===== src/rtl/counter_defs.sv =====
// Shared definitions for the JK-based counters: the JK command encoding ({J,K})
// and the default counter geometry.
package counter_defs;

  typedef enum logic [1:0] {
    JK_HOLD   = 2'b00,
    JK_RESET  = 2'b01,
    JK_SET    = 2'b10,
    JK_TOGGLE = 2'b11
  } jk_cmd_t;

  localparam int DEFAULT_WIDTH   = 5;
  localparam int DEFAULT_MODULUS = 10;

  // Build a {J,K} command that forces a flip-flop to a given value.
  function automatic jk_cmd_t jk_force(input logic value);
    return value ? JK_SET : JK_RESET;
  endfunction

endpackage : counter_defs


===== src/rtl/jk_ff_sync.sv =====
// Single JK flip-flop: falling-edge clocked, asynchronous active-low clear,
// complementary outputs.
module jk_ff_sync
  import counter_defs::*;
(
  input  logic clk,
  input  logic clr_n,
  input  logic j,
  input  logic k,
  output logic q,
  output logic q_bar
);

  // NOTE: state uses non-blocking assignments and the async clear sits in the
  // sensitivity list, so clearing never waits for a clock edge.
  always_ff @(negedge clk or negedge clr_n) begin
    if (!clr_n) begin
      q <= 1'b0;
    end else begin
      case (jk_cmd_t'({j, k}))
        JK_HOLD:   q <= q;
        JK_RESET:  q <= 1'b0;
        JK_SET:    q <= 1'b1;
        JK_TOGGLE: q <= ~q;
        default:   q <= q;
      endcase
    end
  end

  assign q_bar = ~q;

endmodule : jk_ff_sync


===== src/rtl/jk_sync_up_counter.sv =====
// Synchronous modulo-MODULUS up counter built from JK flip-flops, with parallel
// load, count enable, cascadable terminal count, wrap pulse and sticky load error.
module jk_sync_up_counter
  import counter_defs::*;
#(
  parameter int WIDTH   = DEFAULT_WIDTH,
  parameter int MODULUS = DEFAULT_MODULUS
) (
  input  logic             clk,
  input  logic             clr_n,
  input  logic             en,
  input  logic             load,
  input  logic [WIDTH-1:0] d,
  output logic [WIDTH-1:0] q,
  output logic             tc,
  output logic             wrap,
  output logic             load_err
);

  localparam logic [WIDTH-1:0] LAST    = WIDTH'(MODULUS - 1);
  localparam logic [WIDTH:0]   MOD_EXT = (WIDTH + 1)'(MODULUS);

  if (MODULUS < 2 || MODULUS > (1 << WIDTH)) begin : g_bad_modulus
    $error("jk_sync_up_counter: MODULUS must lie in 2..2**WIDTH");
  end

  logic [WIDTH-1:0] q_bar;
  logic [WIDTH-1:0] j;
  logic [WIDTH-1:0] k;
  logic [WIDTH-1:0] toggle;
  logic [WIDTH-1:0] d_eff;
  jk_cmd_t          cmd [WIDTH];
  logic             d_in_range;
  logic             at_last;
  logic             terminal;
  logic             wrap_next;

  // Decode: range check on the load value, terminal detection on the count.
  // Anything at or above LAST counts as terminal so stray states recover by
  // wrapping to 0; tc itself only reports the exact last value.
  always_comb begin
    d_in_range = ({1'b0, d} < MOD_EXT);
    d_eff      = d_in_range ? d : '0;
    at_last    = &((q & LAST) | (q_bar & ~LAST));
    terminal   = (q >= LAST);
    tc         = en & ~load & at_last;
    wrap_next  = ~load & en & terminal;
  end

  // Ripple-free carry: bit i toggles when every lower bit is 1.
  always_comb begin
    logic carry;
    carry = 1'b1;
    for (int i = 0; i < WIDTH; i++) begin
      toggle[i] = carry;
      carry     = carry & q[i];
    end
  end

  // NOTE: every output of this block is given a value on every path (the HOLD
  // default first), so no latch is inferred.
  always_comb begin
    for (int i = 0; i < WIDTH; i++) begin
      cmd[i] = JK_HOLD;
      if (load) begin
        cmd[i] = jk_force(d_eff[i]);
      end else if (en) begin
        if (terminal) begin
          cmd[i] = JK_RESET;
        end else if (toggle[i]) begin
          cmd[i] = JK_TOGGLE;
        end
      end
      j[i] = cmd[i][1];
      k[i] = cmd[i][0];
    end
  end

  for (genvar i = 0; i < WIDTH; i++) begin : g_bit
    jk_ff_sync u_ff (
      .clk   (clk),
      .clr_n (clr_n),
      .j     (j[i]),
      .k     (k[i]),
      .q     (q[i]),
      .q_bar (q_bar[i])
    );
  end

  always_ff @(negedge clk or negedge clr_n) begin
    if (!clr_n) begin
      wrap     <= 1'b0;
      load_err <= 1'b0;
    end else begin
      wrap <= wrap_next;
      if (load) begin
        load_err <= ~d_in_range;
      end
    end
  end

endmodule : jk_sync_up_counter


===== config.mk =====
export PLATFORM = sky130hd
export DESIGN_NAME = jk_sync_up_counter
export DESIGN_NICKNAME = d
export VERILOG_FILES = /design/src/rtl/counter_defs.sv /design/src/rtl/jk_ff_sync.sv /design/src/rtl/jk_sync_up_counter.sv
export SDC_FILE = /design/constraint.sdc
export NUM_CORES = 1
export LEC_CHECK = 0
export BUFFER_PORTS_ARGS = -buffer_cell sky130_fd_sc_hd__buf_2
export CORE_AREA = 2 2 39 41
export CTS_CLUSTER_DIAMETER = 100
export DETAILED_ROUTE_END_ITERATION = 8
export DIE_AREA = 0 0 41 43
export GPL_TIMING_DRIVEN = 0
export MAX_ROUTING_LAYER = met4
export PLACE_DENSITY = 0.74
export SLEW_MARGIN = 20
export SYNTH_ARGS = -nofsm -noshare
export SYNTH_HDL_FRONTEND = slang
export SYNTH_HIERARCHICAL = 1
export SYNTH_SLANG_ARGS = --single-unit

===== constraint.sdc =====
create_clock -name clk -period 1.3 [get_ports clk]
set_input_delay 0.065 -clock clk [delete_from_list [all_inputs] [get_ports clk]]
set_output_delay 0.065 -clock clk [all_outputs]
set_load 0.1 [all_outputs]

# ---- After elaboration in Yosys (flattened, before gate mapping)
# Cells that the tools add are included.
dict set report classes {
  order_cmp 2
  n_eq_ne 15
  mux 30
  n_bitwise 14
  n_reduce_logical 6
}
# operator count
set ops {}
lappend ops {{$mux 2} 24}
lappend ops {{$eq 2x2->1 const B} 10}
lappend ops {{$pmux 1 s3} 5}
lappend ops {{$eq 2x1->1 const B} 5}
lappend ops {{$logic_not 2->1} 5}
lappend ops {{$not 1->1} 7}
lappend ops {{$and 1x1->1} 6}
lappend ops {{$ge 5x4->1 const B} 1}
lappend ops {{$lt 5x4->1 const B} 1}
lappend ops {{$mux 5} 1}
lappend ops {{$or 4x5->5} 1}
lappend ops {{$reduce_and 5->1} 1}
dict set report totals {
  reg_bits 7
  in_bits 9
  out_inout_bits 8
  wordCells 74
}

# ---- Logic depth before layout (Yosys ltp)
dict set report depth {
  depth_word 9
  depth_mapped 6
  depth_no_buf 5
}

# ---- By module
# The synthesis kept the hierarchy.
# mod instances cells_per_inst area_each_um2 seq_area_each_um2
set modules_own_cells {}
lappend modules_own_cells {jk_sync_up_counter 1 35 272.8 50.0}
lappend modules_own_cells {jk_ff_sync 5 4 37.5 25.0}

==> results.py <==
metrics = {
    "die": {
        "die_area_um2": 1760,
        "die_w_um": 41,
        "die_y_um": 43,
        "core_um2": 1380,
        "start_util_pct": 32.7,
        "ios": 17,
        "placementRows": 14,
    },
    "global_route": {
        "grt_start_max_net_pins": 11,
        "gr-total-overflow": 0,
        "grt_pass1_wl_mm": 2.39,
        "antenna_found_initial": 0,
        "grtUsageTotal_pct": 20.7,
        "grt_pass1_vias": 589,
    },
    "sta": {
        "fin_skew_ns": 0.00652,
        "rsz0062_at_grt": "yes",
        "finalMaxSlewViolations": 0,
        "setup_ws_ns": -0.579,
        "timing.hold.ws_ns": 0.167,
        "fin_tns_setup_ns": -4.35,
        "relSlewSlack_pct": 62.0,
        "finalSetupViolations": 14,
        "hold_viol": 0,
        "worst_pin_slew_ns": 0.562,
    },
    "critical_path": {
        "startpoint_type": "flip-flop",
        "crit_fanout": 2,
        "critPathMaxStageDelay_ns": 0.41,
        "cp-end-kind": "output pin",
        "critPathTopFamily": "flip-flops",
        "crit_slowest_cell": "dfrtn_1",
        "r2r_slack_ns": -0.28,
        "path_buf_inv": 1,
        "path_class": "flip-flop to output pin",
        "cp.required_ns": 1.24,
        "cp.arrival_ns": 1.81,
        "worstPathCellList": "nand3b_1 -> nor2_4 -> buf_12",
    },
    "routing": {
        "drt_iter0_drc": 23,
        "drtAntennaViolNets": 0,
        "drcViolationCount": 0,
        "drtPass1Iterations": 4,
        "via_per_inst": 5.28,
        "via_count": 570,
        "wl_mm": 1.59,
        "wl_per_cell_um": 14.7,
    },
    "clocking": {
        "clock_latency_ns": 0.26,
        "clock_path_buffers": 2,
        "cts_root_buf": "clkbuf_4",
        "clkSinkCount": 7,
        "cts_buffers": 3,
        "cts_tree": "built",
        "ctsHtreeMaxLevel": 1,
        "clk_pin_slew_worst_paths_ns": 0.04,
    },
    "placed_design": {
        "dpl_worst_slack_ns": -0.714,
        "dp.cells": 85,
        "io_buffers": 16,
        "dpl_cell_area_um2": 569,
        "gp_congestion": 0.816,
        "place_hpwl_um": 802,
    },
    "synthesis": {
        "syn_area_um2": 453,
        "syn-num-nets": 62,
        "avgSynthCellArea_um2": 8.55,
        "ys_warn_count": 6,
        "synthCells": 53,
    },
    "power_and_ir_drop": {
        "fin_total_pwr_mw": 2.59,
        "p_leak_nw": 0.435,
        "powerDensity_nw_per_um2": 2830,
        "peakVddDrop_mv": 1.28,
    },
    "finish": {
        "final_common_cell": "buf_4",
        "final_area_um2": 915,
        "finalNetCount": 102,
        "area_growth_pct": 102,
        "final_cells": 108,
        "drive_gt1_share_pct": 57.6,
        "layout_common_cells": "buf_4 (12), buf_6 (8), buf_12 (8)",
        "final_core_util_pct": 66.1,
        "diodes": 0,
    },
    "hold_path": {
        "hold_path_class": "primary input to async pin",
    },
    "flow_run": {
        "max_cap_violations": 0,
    },
    "outcome": {
        "outcome": "complete, but fails checks",
        "violations": "negative setup slack",
    },
}
[where the power goes]
part           internal, mW  switching (mW)
registers             0.308          0.0669
logic                 0.856            1.15
clock network         0.117          0.0833
[worst paths after layout]
| path | endpoint | from | cells past startpoint |
|---|---|---|---|
| worst max-delay path | tc | g_bit[0].u_ff/q | 3 |
| worst min-delay path | g_bit[2].u_ff/q | clr_n | 1 |
| worst max register to register | g_bit[0].u_ff/q | g_bit[1].u_ff/q | 8 |
| worst min register to register | g_bit[1].u_ff/q | g_bit[1].u_ff/q | 3 |
| max in group asynchronous | g_bit[0].u_ff/q | clr_n | 1 |
| min in group clk | tc | en | 4 |
[per-layer routing]
layer,vias up,track usage (%),routed length (um)
met3,8,11.0,110
met2,30,32.8,809
met4,0,8.67,69
li1,269,-,-
met1,263,19.9,598
met5,-,-,0
[state kept, by name, indices dropped and copies added (netlist names)]
name and count:
load_err 1, wrap 1, g_bit.u_ff/q 5
[layout make-up]
cell class	count	area, um^2
Clock buffer	4	26.3
Buffer	1	5.00
Sequential cell	7	175
Tap cell	16	20.0
Inverter	5	18.8
Timing Repair Buffer	35	375
Fill cell	107	469
Multi-Input combinational cell	40	294
[repair_timing]
item,CTS,global route
hold buffers,0,0
gates resized for setup,38,13
endpoints found under the setup margin,12,14
pin swaps,6,9
buffers inserted,24,7
[worst register-to-register path: cells and delay by family (launching register included)]
family | cells | cell delay [ns]
buf+inv | 3 | 0.39
simple gates | 2 | 0.15
flops | 1 | 0.37
compound gates | 3 | 0.67
Note: power is estimated with default switching activity, not from simulation.
